`src/rtl/sample_vote_accumulator_pkg.sv`:
```
// Shared definitions for the sample vote accumulator: FSM state encoding.
package sample_vote_accumulator_pkg;

  typedef enum logic [1:0] {
    VoteIdle   = 2'd0,
    VoteAccum  = 2'd1,
    VoteArgmax = 2'd2,
    VoteDone   = 2'd3
  } vote_state_e;

endpackage

```
`src/rtl/score_acc_bank.sv`:
```
// Bank of out_dim signed score accumulators with synchronous clear and accept enable.
module score_acc_bank #(
  parameter int unsigned output_bitlength = 8,
  parameter int unsigned out_dim          = 2,
  parameter int unsigned acc_bitlength    = 12
) (
  input  logic                               clock,
  input  logic                               reset,
  input  logic                               clear,
  input  logic                               enable,
  input  logic [out_dim*output_bitlength-1:0] score,
  output logic [out_dim*acc_bitlength-1:0]    acc
);

  logic signed [acc_bitlength-1:0] acc_q [out_dim];

  always_ff @(posedge clock or negedge reset) begin
    if (!reset) begin
      for (int i = 0; i < out_dim; i++) acc_q[i] <= '0;
    end else if (clear) begin
      for (int i = 0; i < out_dim; i++) acc_q[i] <= '0;
    end else if (enable) begin
      // Sign-extend each class score to the accumulator width before adding.
      for (int i = 0; i < out_dim; i++) begin
        acc_q[i] <= acc_q[i] +
                    acc_bitlength'(signed'(score[i*output_bitlength +: output_bitlength]));
      end
    end
  end

  always_comb begin
    acc = '0;
    for (int i = 0; i < out_dim; i++) acc[i*acc_bitlength +: acc_bitlength] = acc_q[i];
  end

endmodule

```
`src/rtl/sample_vote_accumulator.sv`:
```
// Accumulates num_samples score vectors per class, then picks the argmax with one
// sequential comparator and reports the winner with a one-cycle done pulse.
module sample_vote_accumulator
  import sample_vote_accumulator_pkg::*;
#(
  parameter int unsigned output_bitlength = 8,
  parameter int unsigned out_dim          = 2,
  parameter int unsigned num_samples      = 16,
  localparam int unsigned acc_bitlength   = output_bitlength + $clog2(num_samples),
  localparam int unsigned cls_bitlength   = (out_dim > 1) ? $clog2(out_dim) : 1
) (
  input  logic                                clock,
  input  logic                                reset,
  input  logic                                start,
  input  logic [out_dim*output_bitlength-1:0] ScoreI,
  input  logic                                ScoreValid,
  output logic                                ScoreReady,
  output logic                                busy,
  output logic                                done,
  output logic [cls_bitlength-1:0]            ClassO,
  output logic [acc_bitlength-1:0]            MaxScoreO
);

  localparam int unsigned cnt_bitlength = (num_samples > 1) ? $clog2(num_samples) : 1;
  localparam logic [cnt_bitlength-1:0] last_cnt = cnt_bitlength'(num_samples - 1);
  localparam logic [cls_bitlength-1:0] last_idx = cls_bitlength'(out_dim - 1);

  vote_state_e state_q, state_d;
  logic [cnt_bitlength-1:0] cnt_q, cnt_d;
  logic [cls_bitlength-1:0] idx_q, idx_d, best_idx_q, best_idx_d, class_q, class_d;
  logic signed [acc_bitlength-1:0] best_val_q, best_val_d, max_q, max_d;
  logic signed [acc_bitlength-1:0] acc_sel, acc0_next;
  logic [out_dim*acc_bitlength-1:0] acc_flat;
  logic accept, clear, take;

  assign accept = (state_q == VoteAccum) && ScoreValid;
  assign clear  = (state_q == VoteIdle) && start;

  score_acc_bank #(
    .output_bitlength(output_bitlength),
    .out_dim         (out_dim),
    .acc_bitlength   (acc_bitlength)
  ) u_bank (
    .clock (clock),
    .reset (reset),
    .clear (clear),
    .enable(accept),
    .score (ScoreI),
    .acc   (acc_flat)
  );

  assign acc_sel   = acc_flat[idx_q*acc_bitlength +: acc_bitlength];
  assign take      = acc_sel > best_val_q;
  // Only used when there is a single class and ARGMAX is skipped.
  assign acc0_next = signed'(acc_flat[acc_bitlength-1:0]) +
                     acc_bitlength'(signed'(ScoreI[output_bitlength-1:0]));

  always_comb begin
    state_d    = state_q;
    cnt_d      = cnt_q;
    idx_d      = idx_q;
    best_idx_d = best_idx_q;
    best_val_d = best_val_q;
    class_d    = class_q;
    max_d      = max_q;
    unique case (state_q)
      VoteIdle: begin
        if (start) begin
          state_d = VoteAccum;
          cnt_d   = '0;
        end
      end
      VoteAccum: begin
        if (ScoreValid) begin
          cnt_d = cnt_q + 1'b1;
          if (cnt_q == last_cnt) begin
            if (out_dim == 1) begin
              state_d = VoteDone;
              class_d = '0;
              max_d   = acc0_next;
            end else begin
              state_d = VoteArgmax;
              idx_d   = '0;
            end
          end
        end
      end
      VoteArgmax: begin
        idx_d = idx_q + 1'b1;
        // First ARGMAX cycle seeds from class 0 once the final sample has landed.
        if (idx_q == '0) begin
          best_idx_d = '0;
          best_val_d = acc_sel;
        end else begin
          if (take) begin
            best_idx_d = idx_q;
            best_val_d = acc_sel;
          end
          if (idx_q == last_idx) begin
            state_d = VoteDone;
            class_d = take ? idx_q : best_idx_q;
            max_d   = take ? acc_sel : best_val_q;
          end
        end
      end
      VoteDone: state_d = VoteIdle;
      default:  state_d = VoteIdle;
    endcase
  end

  always_ff @(posedge clock or negedge reset) begin
    if (!reset) begin
      state_q    <= VoteIdle;
      cnt_q      <= '0;
      idx_q      <= '0;
      best_idx_q <= '0;
      best_val_q <= '0;
      class_q    <= '0;
      max_q      <= '0;
    end else begin
      state_q    <= state_d;
      cnt_q      <= cnt_d;
      idx_q      <= idx_d;
      best_idx_q <= best_idx_d;
      best_val_q <= best_val_d;
      class_q    <= class_d;
      max_q      <= max_d;
    end
  end

  assign ScoreReady = (state_q == VoteAccum);
  assign busy       = (state_q != VoteIdle);
  assign done       = (state_q == VoteDone);
  assign ClassO     = class_q;
  assign MaxScoreO  = max_q;

endmodule

```
`config.mk`:
```
export PLATFORM = sky130hd
export DESIGN_NAME = sample_vote_accumulator
export DESIGN_NICKNAME = d
export VERILOG_FILES = /design/src/rtl/sample_vote_accumulator_pkg.sv /design/src/rtl/score_acc_bank.sv /design/src/rtl/sample_vote_accumulator.sv
export SDC_FILE = /design/constraint.sdc
export NUM_CORES = 1
export LEC_CHECK = 0
export ABC_AREA = 1
export CAP_MARGIN = 20
export CORE_MARGIN = 3
export CORE_UTILIZATION = 53
export DETAILED_ROUTE_END_ITERATION = 12
export PLACE_DENSITY = 0.82
export SYNTH_ARGS = -nofsm -noshare
export SYNTH_HDL_FRONTEND = slang
export SYNTH_SLANG_ARGS = --single-unit
```
`constraint.sdc`:
```
create_clock -name clock -period 6.2 [get_ports clock]
set_clock_uncertainty 0.15 [all_clocks]
set_input_delay 1.24 -clock clock [delete_from_list [all_inputs] [get_ports clock]]
set_output_delay 1.24 -clock clock [all_outputs]
set_load 0.02 [all_outputs]
```
**Word level (Yosys, flattened, before mapping)**

Cells that the tools add are included.

- Flip-flop bits (word level): 57
- Output and inout port bits: 16
- Word-level logic and storage cells: 52

- $add $sub $neg: 4
- Multipliers: 1
- Order comparisons: 1
- Eq/ne operators: 8
- Shift operators: 1
- Mux-type cells: 17
- Reduce and logical (&&, ||, !) cells: 11

Operator list:

| cell | number |
|---|---|
| 24-bit 2-to-1 mux | 2 |
| 12-bit by 8-bit adder with 12-bit output | 2 |
| 12-bit 2-to-1 mux | 2 |
| 24-bit by 6-bit indexed part select with 12-bit output | 1 |
| 12-bit > comparator | 1 |
| 2-bit 2-to-1 mux | 4 |
| 4-bit 2-to-1 mux | 2 |
| 2-bit one-hot mux with 4 select lines | 1 |
| 4-bit one-hot mux with 2 select lines | 1 |
| 2-bit nonzero test | 4 |
| 2-bit != test (second input constant) | 3 |
| 3-bit AND reduction | 2 |
| 4-bit by 1-bit adder with 4-bit output (second input constant) | 1 |
| 2-bit == test (second input constant) | 2 |
| 4-bit == test (second input constant) | 1 |
| 1-bit 2-to-1 mux | 4 |
| 4-bit AND reduction | 1 |
| 1-bit by 2-bit multiplier with 3-bit output (second input constant) | 1 |
| 2-bit by 1-bit == test with 1-bit output (second input constant) | 1 |
| 1-bit logical AND | 2 |
| 2-bit logical NOT | 1 |
| 2-bit by 1-bit != test with 1-bit output (second input constant) | 1 |
| 1-bit one-hot mux with 2 select lines | 1 |
| 2-bit AND reduction | 1 |
| 1-bit adder (second input constant) | 1 |

**Depth between registers and ports, before layout**

- Word-level depth: 5
- Depth in mapped cells: 18
- Depth with buffers taken out: 16

**Modules after synthesis**

A second synthesis with hierarchy kept.

- Cell total of the unflattened synthesis: 628
- Area total of the unflattened synthesis: 4488.1 µm²

By module, submodules not included:

| module | instances | cells each | area an instance (µm²) |
|---|---|---|---|
| sample_vote_accumulator | 1 | 298 | 2331.0 |
| score_acc_bank | 1 | 330 | 2157.1 |

**Worst setup path before layout**

Ideal clock, no wire load.

- Path type: input to register
- From: in ScoreI[0]
- To: reg u_bank.acc_q (netlist bit u_bank.acc[8])
- Setup time: 0.130 ns
- Arrival: 2.437 ns
- Data required time: 5.920 ns
- Setup slack: 3.483 ns
- Cell stages on the path: 11
- Path buffers: 0
- Cells stage by stage: ha_1 > inv_1 > fa_1 > inv_1 > nand3_1 > nand2_1 > nand2_1 > o211ai_1 > a21oi_1 > o21ai_0 > o21ai_1

- Longest elaborated chain between the ends: 3

Ends and longest elaborated chain:

| what | line | RTL |
|---|---|---|
| start: declaration | sample_vote_accumulator.sv:15 | `input logic [out_dim*output_bitlength-1:0] ScoreI,` |
| 12-bit by 8-bit adder with 12-bit output | score_acc_bank.sv:25 | `acc_q[i] <= acc_q[i] +` |
| 24-bit 2-to-1 mux | score_acc_bank.sv:22 | `end else if (enable) begin` |
| 24-bit 2-to-1 mux | score_acc_bank.sv:20 | `end else if (clear) begin` |
| end signal: indexed assignment | score_acc_bank.sv:25 |  |
| end: declaration | score_acc_bank.sv:15 | `logic signed [acc_bitlength-1:0] acc_q [out_dim];` |

No other way between the ends. The select of a mux whose other input is x is not followed.
A chain may end at the register's enable or synchronous reset.

**Worst setup path after layout**

- From: reg idx_q
- To: reg best_idx_q

- Longest elaborated chain between the ends: 5

Ends and longest elaborated chain:

| what | line | RTL |
|---|---|---|
| start: declaration | sample_vote_accumulator.sv:30 | `logic [cls_bitlength-1:0] idx_q, idx_d, best_idx_q, best_idx_d, class_q, class_d;` |
| start signal: assignment | sample_vote_accumulator.sv:123 | `idx_q <= idx_d;` |
| 1-bit by 2-bit multiplier with 3-bit output | sample_vote_accumulator.sv:52 | `assign acc_sel = acc_flat[idx_q*acc_bitlength +: acc_bitlength];` |
| 24-bit by 6-bit indexed part select with 12-bit output | sample_vote_accumulator.sv:52 |  |
| 12-bit > comparator | sample_vote_accumulator.sv:53 | `assign take = acc_sel > best_val_q;` |
| 1-bit 2-to-1 mux | -- |  |
| 1-bit 2-to-1 mux (*) | sample_vote_accumulator.sv:91 | `if (idx_q == '0) begin` |
| end signal: assignment | sample_vote_accumulator.sv:124 | `best_idx_q <= best_idx_d;` |
| end: declaration | sample_vote_accumulator.sv:30 |  |

Mark *: on every way between the ends. The rest lies on a longest branch, timed or not.

==> impl_results.md <==
- Port bufs: 35
- WP data required: 6.23 ns
- Root Buffer: clkbuf_8
- Cell Count, Final, Fillers Out: 696
- Critical path depth: 12
- Top Layer Used: met4
- Met1 WL: 4560 um
- DR DRC count: 0
- Crit path to: best_idx_q$_DFFE_PN0P_
- Tcrit/Tclk final: 0.539
- Sequential share of power: 0.233
- Number of antenna diodes: 0
- Net Sw Frac: 0.492
- IO Count: 36
- Crit path launch type: flip-flop
- Area Overhead vs Synth: 15.0%
- Die area: 9130 sq um
- HPWL Detailed: 7260 um
- Pre-CTS setup slack: 2.83 ns
- Synth unique cells: 41
- Top cell type's share of synthesized area: 0.336
- Combinational Power Share: 0.611
- Core Area: 7770 sq um
- First-pass GRT wire length: 16900 um
- Top cell by count, worst path: nand2_1
- Die Y-Extent: 95.5 um
- Post-synth net total: 617
- Final setup margin: 2.86 ns
- Worst skew pair latency: 0.34 ns
- Most frequent cell after synthesis: nand2_1
- Psw: 1.37 mW
- Yosys reg bits: 57
- CP Capture Type: flip-flop
- Rel. slew slack: 0.418
- Worst reg2reg path endpoint: best_idx_q$_DFFE_PN0P_
- Crit-path slowest cell: dfrtp_1
- Starting Density: 0.547
- Slew Limit Fails: 0
- Post-synth EDFFs: 0
- Gpl congestion: 0.927
- Outcome: finished clean
- Syn Inst Count: 555
- Pleak: 2.55 nW
- Hold Path Class: reg -> reg
- Post-Synthesis Cell Area: 4250 sq um
- Largest net degree at the start of global routing: 58
- Overall Global Routing Usage: 0.238
- Power Density: 570 nW/um^2
- Reg clk slew, reported paths: 0.07 ns
- Max_cap viols: 0
- Setup-failing EPs final: 0
- Fmax: 299 MHz
- Initial DRC Count: 242
- P_int: 1.42 mW
- Top cells by area, synth: dfrtp_1 (34%), ha_1 (12%), nand2_1 (12%), inv_1 (6.4%), nand3_2 (5.2%)
- Detail Route met3 WL: 534 um
- Cells along the critical path: buf_4 > nor2_1 > a21oi_2 > inv_1 > ha_1 > nand4_1 > nor2_4 > nand4_2 > nand3_2 > nand2_1 > nand2_1 > o21ai_1
- RR Startpoint: idx_q$_DFFE_PN0P_
- Vias in the first global route: 3749
- CP max stage delay: 0.52 ns
- Drt total wl: 10000 um
- WL per Instance: 14.4 um
- Final core occ: 0.629
- Final Hold Viols: 0
- Asr flop ratio synth: 1.00
- Synth warn: 0
- R2R Setup Slk: 2.86 ns
- Maximum VDD drop: 0.221 mV
- Vias post-DR: 3853
- Cell family with most CP delay: simple AND/OR/NAND/NOR gates
- CTS Sinks: 57
- Layout cells sized above 1: 0.128
- CTS buffer count: 9
- Syn Area/Cell: 7.66 sq um
- Hold-fix buffers, CTS: 0
- Inst Count DP: 680
- Crit path buf inv count: 2
- Final Power: 2.78 mW
- CTS max path bufs: 2
- Grt ovf: 0
- Antenna-violating nets left: 0
- Critical path startpoint: idx_q$_DFFE_PN0P_
- Reg2Reg Depth: 12
- Synth top cells by count: nand2_1 (131), inv_1 (73), dfrtp_1 (57)
- Met2 wire length: 4520 um
- CTS resizes: 0
- WP data arrival: 3.38 ns
- # Post-CTS Setup Buffers: 0
- Kind of critical path: reg -> reg
- Drt via density: 5.54
- Final #Nets: 651
- Register area share after synthesis: 0.336
- CP max FO: 29
- Setup_tns: 0 ns
- Htree depth: 3
- Synth area leader: dfrtp_1
- DR pass1 iterations: 7
- Slew @ Worst Pin: 0.872 ns
- Top FF cell, synth: dfrtp_1
- Clock power frac: 0.156
- Die width: 95.5 um
- RSZ-0062 raised after global routing: no
- Initial antenna violation count: 0
- CTS tree: done
- Row count: 32
- Tmin final: 3.34 ns
-- registers in the layout (all words and copies together) (netlist names) --
signal and cells:
best_idx_q 1, best_val_q 12, MaxScoreO 12, idx_q 1
state_q 2, ClassO 1, cnt_q 4, u_bank.acc 24
-- metrics by stage --
step | hold slack, ns | instance area (sq um)
3_5_place_dp | 0.314 | 4640
2_1_floorplan | 0.324 | 4250
3_3_place_gp | 0.311 | 4640
6_report | 0.327 | 4880
4_1_cts | 0.330 | 4880
5_1_grt | 0.347 | 4880
-- placed cells by master (no fill, tap or decap), types with 2 or more instances in the layout --
cell and count:
ha_1 40, nand2_2 13, clkdlybuf4s50_1 34, fa_1 2, nand3_1 24, buf_4 2
nor2_4 2, clkinv_2 2, clkbuf_8 10, o21ai_1 20, nand4_1 5, o22ai_1 9
nor3_1 7, o21ai_0 25, a21oi_1 32, o21bai_1 2, nand2_1 131, inv_1 73
dfrtp_1 57, nand3_2 22, a21o_1 5, a21oi_2 9, xor2_1 2, bufinv_16 3
nor2_1 35, a32o_1 2, o211ai_1 4, inv_2 8
-- cells by family (layout without fill, tap and decap cells) --
| group | after synthesis | in the layout | synth area share |
|---|---|---|---|
| DFF | 57 | 57 | 0.336 |
| buffers and inverters | 96 | 135 | 0.0954 |
| adders and majority gates | 42 | 42 | 0.127 |
| and+or+nand+nor | 243 | 243 | 0.276 |
| xor gates and xnor gates | 3 | 3 | 0.00618 |
| AOI/OAI and AO/OA | 114 | 114 | 0.160 |
-- final cells by class --
cell class | instances | area [sq um]
well taps | 102 | 128
clock buffers | 11 | 141
inverters | 82 | 309
fillers | 666 | 2880
multi-input cells | 402 | 2420
clock inverters | 5 | 103
flip-flops and latches | 57 | 1430
repair buffers | 37 | 360
-- per-layer routing --
layer / vias up / global-route usage
li1: 1896 / -
met1: 1784 / 0.315
met2: 137 / 0.374
met3: 36 / 0.0316
met4: 0 / 0.132
met5: - / 0
-- worst register-to-register path: stages, from the launching register on --
cell and delay, ns:
dfrtp_1 0.52, buf_4 0.39, nor2_1 0.11, a21oi_2 0.15, inv_1 0.08, ha_1 0.32, nand4_1 0.15, nor2_4 0.13
nand4_2 0.41, nand3_2 0.51, nand2_1 0.09, nand2_1 0.09, o21ai_1 0.09
-- power groups by stage --
stage,registers (mW),logic [mW],clock network (mW)
after CTS,0.647,1.69,0.436
final,0.650,1.70,0.433
after floorplan,0.662,1.32,0
after global placement,0.648,1.61,0
after detailed placement,0.651,1.67,0
after global routing,0.665,1.92,0.453
-- worst min-delay path by stage --
stage	from	to	slack, ns	cells past startpoint
2_1_floorplan	best_idx_q$_DFFE_PN0P_	best_idx_q$_DFFE_PN0P_	0.32	2
3_3_place_gp	MaxScoreO[6]$_DFFE_PN0P_	MaxScoreO[6]$_DFFE_PN0P_	0.31	2
3_5_place_dp	MaxScoreO[6]$_DFFE_PN0P_	MaxScoreO[6]$_DFFE_PN0P_	0.31	2
4_1_cts	MaxScoreO[6]$_DFFE_PN0P_	MaxScoreO[6]$_DFFE_PN0P_	0.33	2
5_1_grt	MaxScoreO[11]$_DFFE_PN0P_	MaxScoreO[11]$_DFFE_PN0P_	0.35	2
6_report	MaxScoreO[6]$_DFFE_PN0P_	MaxScoreO[6]$_DFFE_PN0P_	0.33	2
Power figures use the tool's default switching activity.
